$ cat src/rtl/cpu_bus_arbiter_if.sv
// Port bundle for cpu_bus_arbiter: instruction bus, data bus and the shared downstream memory port.
interface cpu_bus_arbiter_if;
    logic        i_valid;
    logic [31:0] i_addr;
    logic        i_addr_ok;
    logic        i_data_ok;
    logic [31:0] i_data;

    logic        d_valid;
    logic [31:0] d_addr;
    logic [2:0]  d_size;
    logic [3:0]  d_strobe;
    logic [31:0] d_wdata;
    logic        d_addr_ok;
    logic        d_data_ok;
    logic [31:0] d_data;

    logic        m_valid;
    logic        m_write;
    logic [31:0] m_addr;
    logic [2:0]  m_size;
    logic [3:0]  m_strobe;
    logic [31:0] m_wdata;
    logic        m_ready;
    logic        m_rvalid;
    logic [31:0] m_rdata;

    // Arbiter side.
    modport slave (
        input  i_valid, i_addr,
        output i_addr_ok, i_data_ok, i_data,
        input  d_valid, d_addr, d_size, d_strobe, d_wdata,
        output d_addr_ok, d_data_ok, d_data,
        output m_valid, m_write, m_addr, m_size, m_strobe, m_wdata,
        input  m_ready, m_rvalid, m_rdata
    );

    // Requesters plus memory side.
    modport master (
        output i_valid, i_addr,
        input  i_addr_ok, i_data_ok, i_data,
        output d_valid, d_addr, d_size, d_strobe, d_wdata,
        input  d_addr_ok, d_data_ok, d_data,
        input  m_valid, m_write, m_addr, m_size, m_strobe, m_wdata,
        output m_ready, m_rvalid, m_rdata
    );
endinterface

$ cat src/rtl/cpu_bus_arbiter.sv
// Round-robin arbiter sharing one single-outstanding memory port between the fetch and data buses.
module cpu_bus_arbiter (
    input  logic             clk,
    input  logic             reset,
    cpu_bus_arbiter_if.slave bus
);
    localparam int unsigned AddrW = 32;
    localparam int unsigned DataW = 32;
    localparam int unsigned SizeW = 3;
    localparam int unsigned StrbW = 4;

    localparam logic [1:0] IDLE = 2'd0;
    localparam logic [1:0] REQ  = 2'd1;
    localparam logic [1:0] WAIT = 2'd2;
    localparam logic [1:0] RESP = 2'd3;

    localparam logic [SizeW-1:0] WordSize = SizeW'(2);

    logic [1:0]       state;
    logic [1:0]       stateNext;
    logic [AddrW-1:0] reqAddr;
    logic [SizeW-1:0] reqSize;
    logic [StrbW-1:0] reqStrobe;
    logic [DataW-1:0] reqWdata;
    logic             reqOwnerD;
    logic             lastGrantD;
    logic [DataW-1:0] respData;
    logic             grantI;
    logic             grantD;
    logic             inReq;
    logic             inResp;

    always_ff @(posedge clk) begin
        if (reset) state <= IDLE;
        else       state <= stateNext;
    end

    // Next state and grant decision; on contention the side not granted last wins.
    always_comb begin
        stateNext = state;
        grantI    = 1'b0;
        grantD    = 1'b0;
        case (state)
            IDLE: begin
                grantD = !reset && bus.d_valid && (!bus.i_valid || !lastGrantD);
                grantI = !reset && bus.i_valid && (!bus.d_valid || lastGrantD);
                if (grantI || grantD) stateNext = REQ;
            end
            REQ:     if (bus.m_ready)  stateNext = WAIT;
            WAIT:    if (bus.m_rvalid) stateNext = RESP;
            RESP:    stateNext = IDLE;
            default: stateNext = IDLE;
        endcase
    end

    // Request buffer, owner/last-grant tracking and response capture.
    always_ff @(posedge clk) begin
        if (reset) begin
            reqAddr    <= '0;
            reqSize    <= '0;
            reqStrobe  <= '0;
            reqWdata   <= '0;
            reqOwnerD  <= 1'b0;
            lastGrantD <= 1'b0;
            respData   <= '0;
        end else begin
            if (grantD) begin
                reqAddr    <= bus.d_addr;
                reqSize    <= bus.d_size;
                reqStrobe  <= bus.d_strobe;
                reqWdata   <= bus.d_wdata;
                reqOwnerD  <= 1'b1;
                lastGrantD <= 1'b1;
            end else if (grantI) begin
                reqAddr    <= bus.i_addr;
                reqSize    <= WordSize;
                reqStrobe  <= '0;
                reqWdata   <= '0;
                reqOwnerD  <= 1'b0;
                lastGrantD <= 1'b0;
            end
            if (state == WAIT && bus.m_rvalid) respData <= bus.m_rdata;
        end
    end

    assign inReq  = (state == REQ);
    assign inResp = (state == RESP);

    assign bus.i_addr_ok = grantI;
    assign bus.d_addr_ok = grantD;
    assign bus.i_data_ok = inResp && !reqOwnerD;
    assign bus.d_data_ok = inResp && reqOwnerD;
    assign bus.i_data    = respData;
    assign bus.d_data    = respData;

    // Downstream fields are quiet outside the request phase.
    assign bus.m_valid  = inReq;
    assign bus.m_write  = inReq && (reqStrobe != '0);
    assign bus.m_addr   = inReq ? reqAddr   : '0;
    assign bus.m_size   = inReq ? reqSize   : '0;
    assign bus.m_strobe = inReq ? reqStrobe : '0;
    assign bus.m_wdata  = inReq ? reqWdata  : '0;
endmodule

$ cat src/flat_wrapper.sv
// flat-port wrapper written by rule: the top's interface ports become plain ports
module cpu_bus_arbiter_flat 
  (clk, reset, bus_i_valid, bus_i_addr, bus_i_addr_ok, bus_i_data_ok, bus_i_data, bus_d_valid, bus_d_addr, bus_d_size, bus_d_strobe, bus_d_wdata, bus_d_addr_ok, bus_d_data_ok, bus_d_data, bus_m_valid, bus_m_write, bus_m_addr, bus_m_size, bus_m_strobe, bus_m_wdata, bus_m_ready, bus_m_rvalid, bus_m_rdata);
  cpu_bus_arbiter_if bus_i ();
  input  logic clk;
  input  logic reset;
  input wire logic [$bits(bus_i.i_valid)-1:0] bus_i_valid;
  input wire logic [$bits(bus_i.i_addr)-1:0] bus_i_addr;
  output wire logic [$bits(bus_i.i_addr_ok)-1:0] bus_i_addr_ok;
  output wire logic [$bits(bus_i.i_data_ok)-1:0] bus_i_data_ok;
  output wire logic [$bits(bus_i.i_data)-1:0] bus_i_data;
  input wire logic [$bits(bus_i.d_valid)-1:0] bus_d_valid;
  input wire logic [$bits(bus_i.d_addr)-1:0] bus_d_addr;
  input wire logic [$bits(bus_i.d_size)-1:0] bus_d_size;
  input wire logic [$bits(bus_i.d_strobe)-1:0] bus_d_strobe;
  input wire logic [$bits(bus_i.d_wdata)-1:0] bus_d_wdata;
  output wire logic [$bits(bus_i.d_addr_ok)-1:0] bus_d_addr_ok;
  output wire logic [$bits(bus_i.d_data_ok)-1:0] bus_d_data_ok;
  output wire logic [$bits(bus_i.d_data)-1:0] bus_d_data;
  output wire logic [$bits(bus_i.m_valid)-1:0] bus_m_valid;
  output wire logic [$bits(bus_i.m_write)-1:0] bus_m_write;
  output wire logic [$bits(bus_i.m_addr)-1:0] bus_m_addr;
  output wire logic [$bits(bus_i.m_size)-1:0] bus_m_size;
  output wire logic [$bits(bus_i.m_strobe)-1:0] bus_m_strobe;
  output wire logic [$bits(bus_i.m_wdata)-1:0] bus_m_wdata;
  input wire logic [$bits(bus_i.m_ready)-1:0] bus_m_ready;
  input wire logic [$bits(bus_i.m_rvalid)-1:0] bus_m_rvalid;
  input wire logic [$bits(bus_i.m_rdata)-1:0] bus_m_rdata;
  assign bus_i.i_valid = bus_i_valid;
  assign bus_i.i_addr = bus_i_addr;
  assign bus_i_addr_ok = bus_i.i_addr_ok;
  assign bus_i_data_ok = bus_i.i_data_ok;
  assign bus_i_data = bus_i.i_data;
  assign bus_i.d_valid = bus_d_valid;
  assign bus_i.d_addr = bus_d_addr;
  assign bus_i.d_size = bus_d_size;
  assign bus_i.d_strobe = bus_d_strobe;
  assign bus_i.d_wdata = bus_d_wdata;
  assign bus_d_addr_ok = bus_i.d_addr_ok;
  assign bus_d_data_ok = bus_i.d_data_ok;
  assign bus_d_data = bus_i.d_data;
  assign bus_m_valid = bus_i.m_valid;
  assign bus_m_write = bus_i.m_write;
  assign bus_m_addr = bus_i.m_addr;
  assign bus_m_size = bus_i.m_size;
  assign bus_m_strobe = bus_i.m_strobe;
  assign bus_m_wdata = bus_i.m_wdata;
  assign bus_i.m_ready = bus_m_ready;
  assign bus_i.m_rvalid = bus_m_rvalid;
  assign bus_i.m_rdata = bus_m_rdata;
  cpu_bus_arbiter u_core (.clk(clk), .reset(reset), .bus(bus_i));
endmodule
$ cat config.mk
export PLATFORM = sky130hd
export DESIGN_NAME = cpu_bus_arbiter_flat
export DESIGN_NICKNAME = d
export VERILOG_FILES = /design/src/rtl/cpu_bus_arbiter_if.sv /design/src/rtl/cpu_bus_arbiter.sv /design/src/flat_wrapper.sv
export SDC_FILE = /design/constraint.sdc
export NUM_CORES = 1
export LEC_CHECK = 0
export CORE_MARGIN = 2
export CORE_UTILIZATION = 40
export DETAILED_ROUTE_END_ITERATION = 12
export HOLD_SLACK_MARGIN = 0.05
export PLACE_DENSITY = 0.81
export SLEW_MARGIN = 20
export SYNTH_ARGS = -nofsm -noshare
export SYNTH_HDL_FRONTEND = slang
export SYNTH_SLANG_ARGS = --single-unit
$ cat constraint.sdc
create_clock -name clk -period 2.9 [get_ports clk]
set_input_delay 0.29 -clock clk [delete_from_list [all_inputs] [get_ports clk]]
set_output_delay 0.29 -clock clk [all_outputs]
set_load 0.02 [all_outputs]
Word level (Yosys, flattened, before mapping)
Index checks and enable logic that the tools add are counted.
W data, S select, Z words.
- register bits: 106
- bits of input ports: 141
- output and inout port bits: 141
- equal/unequal tests: 6
- mux-type cells: 20
- reduce and logical (&&, ||, !) cells: 19
- operators by type and width (cell ; count):
    $mux W32 ; 6
    $mux W4 ; 3
    $mux W3 ; 3
    $logic_and A1 B1 Y1 ; 8
    $pmux W2 S4 ; 1
    $mux W2 ; 3
    $eq A2 B2 Y1 const B ; 2
    $logic_not A1 Y1 ; 4
    $mux W1 ; 4
    $ne A2 B2 Y1 const B ; 2
    $reduce_bool A4 Y1 ; 1
    $logic_or A1 B1 Y1 ; 3
    $reduce_and A3 Y1 ; 1
    $eq A2 B1 Y1 const B ; 1
    $logic_not A2 Y1 ; 1
    $ne A2 B1 Y1 const B ; 1
    $reduce_bool A2 Y1 ; 1

Depth between registers and ports, before layout
- word-level depth: 6
- mapped depth: 7
- gate-level depth less buffers: 5

Worst setup path after synthesis
OpenSTA, ideal clock, no wires.
- path kind: reg-to-output
- start: reg u_core.state[0]
- end: out bus_i_addr_ok
- arrival: 1.541 ns
- data required time: 2.610 ns
- setup slack: 1.069 ns
- cell stages (with the launch flop): 8
- cells stage by stage: dfxtp_1 inv_1 ha_1 nor2b_1 buf_2 buf_2 nand2_1 a21oi_1
- longest elaborated chain between the ends: 2
- ends and longest elaborated chain (what ; line ; RTL):
    from (decl) ; cpu_bus_arbiter.sv:19 ; logic [1:0] state;
    from (signal assigned) ; cpu_bus_arbiter.sv:35 ; else state <= stateNext;
    $logic_not A2 Y1 ; cpu_bus_arbiter.sv:43 ; case (state)
    $mux W1 ; cpu_bus_arbiter.sv:43 ;
    to (decl) ; flat_wrapper.sv:9 ; output wire logic [$bits(bus_i.i_addr_ok)-1:0] bus_i_addr_ok;
Every way passes these cells.

Worst setup path in the final report
Ends and elaborated chain as after synthesis.

==> results.md <==
- Worst skew pair latency: about 0.34 ns
- Clock skew: approximately 0.0053 ns
- Antenna violations before repair: 0
- Hold Crit Class: in2reg
- Post-DP HPWL: between 10 and 15 mm
- Die W: around 120 µm
- PD cells: roughly 660 mW/mm²
- Core area: 0.01319 mm²
- CTS Hold Buffers Added: 0
- Tot GR Track Use: roughly a quarter
- CP bufs+invs: 3
- Crit-path leading delay family: buffers and inverters
- PostCTS Resize Cnt: 0
- Register area share after synthesis: 39.52%
- Reg2reg end: u_core.reqAddr[29]
- Critical path's slowest cell: clkdlybuf4s50_1
- Fraction of registers with async set or reset after synthesis: 0%
- Worst VDD drop: 0.0004653 V
- Yosys top cell area share: 39.52%
- Minimum setup slack among reg-to-reg paths: approximately 0.72 ns
- Post-layout min period: approximately 2.6 ns
- First-pass GRT wire length: 27.35 mm
- CP max FO: 10
- Synth warn: 0
- Fin util: a little over three fifths
- DR WL/cell: about 17 µm
- Final slew viol count: 0
- Ys flop type: dfxtp_1
- RSZ-0062 raised after global routing: no
- Hold depth: 2
- Post-CTS Setup Bufs: 0
- Avg Vias per Cell: around 5.3
- DRC errors left: 0
- Status: complete, no violations
- Worst setup SP type: flip-flop
- Syn Std Cell Area: ~0.0054 mm²
- ANT nets after route: 0
- Initial DRC count: about 530
- Hold Startpoint: reset
- Via Count: 5572
- Crit path capture type: output port
- Port Buffer Count: approximately 280
- F_max: about 380 MHz
- Final setup TNS: 0 ns
- Grt ovf: 0
- Synthesized Nets: about 810
- Cells on worst reg2reg path: 6
- First-pass DRT Iterations: 5
- Post-Synthesis Cells: around 660
- Arrival time at the worst endpoint: approximately 2.3 ns
- Final period util: approximately 90%
- CTS tree: yes
- Area grow syn2layout: 54.80%
- Reg clk slew, reported paths: about 0.070 ns
- Row cnt: 42
- Post-synth EDFFs: 0
- Share of layout cells above drive strength 1: under 10%
- CTS Buffer Depth: 2
- Critical Path Max Stage Delay: between 0.6 and 0.7 ns
- H-tree level count: 3
- Post-Route WL: around 18 mm
- Worst flop-to-flop path startpoint: u_core.state[0]
- Max cap viols: 0
- Starting Density: between 40% and 50%
- Vias in the first global route: 5243
- Synthesis-stage register bit count: 106
- Worst slew margin: a little over a third
- Synth area leaders: dfxtp_1 (40%), a21oi_1 (9.9%), and2_1 (8.6%)
- Num CTS Buffers: 9
- Largest net degree at the start of global routing: 87
- Nets@finish: around 1k
- Worst Tran Pin Value: 0.9589 ns
- Antenna diode instance count: 0
- Critical path type: reg2out
- Final GP Congestion: a little under 0.8
- Final Hold Viols: 0
- Die Y: 119.9 µm
- Distinct cell type count of the synthesized netlist: 34
- Largest area contributor in the netlist: dfxtp_1
- Leakage Power: 2.779 nW
- Crit path cell chain: inv_1 -> ha_1 -> nor2b_2 -> buf_4 -> nand2_1 -> a21oi_1 -> clkdlybuf4s50_1
- CTS sink cnt: 106
- Die area: around 0.014 mm²
- Worst hold endpoint: u_core.bus.d_data[29]
- I/O pins: about 280
- Root buffer cell: clkbuf_16
- Syn_area_per_cell: 8.149 µm²
- Finish-stage setup viols: 0
- Required time worst endpoint: 2.61 ns
==> report_power, final <==
part / total [mW] / internal (mW) / leakage [nW] / switching, mW
Sequential: 1.85 / 1.70 / 0.864 / 0.150
Combinational: 2.21 / 0.947 / 1.74 / 1.26
Clock: 1.42 / 0.854 / 0.172 / 0.570
==> synth_stat cells, types with 5 or more instances <==
master and instances:
clkbuf_1 45, nand2_1 66, o21ai_0 38, a2111oi_2 10, dfxtp_1 106, nor4_1 32
ha_1 5, buf_4 36, and2_1 74, nand3_1 38, buf_2 21, a2111oi_0 22
a21oi_1 106, nor4b_1 32
==> final cells by class <==
type | instances | area [µm²]
fill | 1158 | 4877
tap | 176 | 220.2
multi-input combinational | 442 | 2661
clock inverter | 7 | 123.9
sequential | 106 | 2122
clock buffer | 9 | 225.2
timing repair buffer | 298 | 2945
inverter | 4 | 15.01
==> placed cells by master (no fill, tap or decap), types with 2 or more instances in the layout <==
cell type	count
buf_4	17
a2111oi_0	22
nand2_1	66
inv_1	4
ha_1	4
clkdlybuf4s50_1	279
nor4_1	32
nand2b_1	2
bufinv_16	3
nand3_1	38
dfxtp_1	106
a2111oi_2	10
nor4b_1	32
clkbuf_16	9
a21oi_1	106
o21ai_0	38
and2_1	74
a211oi_1	2
==> worst max path at each step <==
stage	startpoint	endpoint	slack (ns)	depth (start not counted)
finish	u_core.state[0]	bus_i_addr_ok	0.28	7
global route	u_core.state[0]	bus_i_addr_ok	0.11	7
CTS	u_core.state[0]	bus_i_addr_ok	0.26	7
detailed placement	u_core.state[0]	bus_i_addr_ok	0.66	7
global placement	bus_i_valid	u_core.reqWdata[22]	0.69	6
floorplan	u_core.state[0]	bus_i_addr_ok	1.07	7
==> stage by stage <==
step | power [mW] | cells | cell area [µm²] | setup WS [ns] | hold slack, ns
2_1_floorplan | 3.245 | 659 | 5370 | 1.069 | 0.4254
3_3_place_gp | 4.071 | 1026 | 7964 | 0.6916 | 0.4553
3_5_place_dp | 4.093 | 1026 | 7964 | 0.6560 | 0.4621
4_1_cts | 5.534 | 1042 | 8313 | 0.2584 | 0.3036
5_1_grt | 5.804 | 1042 | 8313 | 0.1119 | 0.3268
6_report | 5.489 | 1042 | 8313 | 0.2778 | 0.3196
==> state kept, by name (all words and copies together), names as in the netlist <==
signal,cells
u_core.reqSize,3
u_core.reqOwnerD,1
u_core.state,2
u_core.reqWdata,32
u_core.reqStrobe,4
u_core.reqAddr,32
u_core.bus.d_data,32
==> logic make-up (layout without fill, tap and decap cells) <==
kind of cell	after synthesis	after routing	share of synthesized area (%)
buf+inv	111	318	11.11
compound gates	181	181	20.57
fa+ha+maj	5	5	1.165
simple gates	256	256	27.63
flops	106	106	39.52
==> metal layers <==
layer | up-vias | routed length (µm) | track usage [%]
met5 | - | 0 | 0
met4 | 0 | 571 | 10.07
met3 | 43 | 1181 | 6.084
met2 | 244 | 8579 | 39.07
met1 | 2550 | 7203 | 29.32
li1 | 2735 | - | -
(Power assumes the default switching activity.)
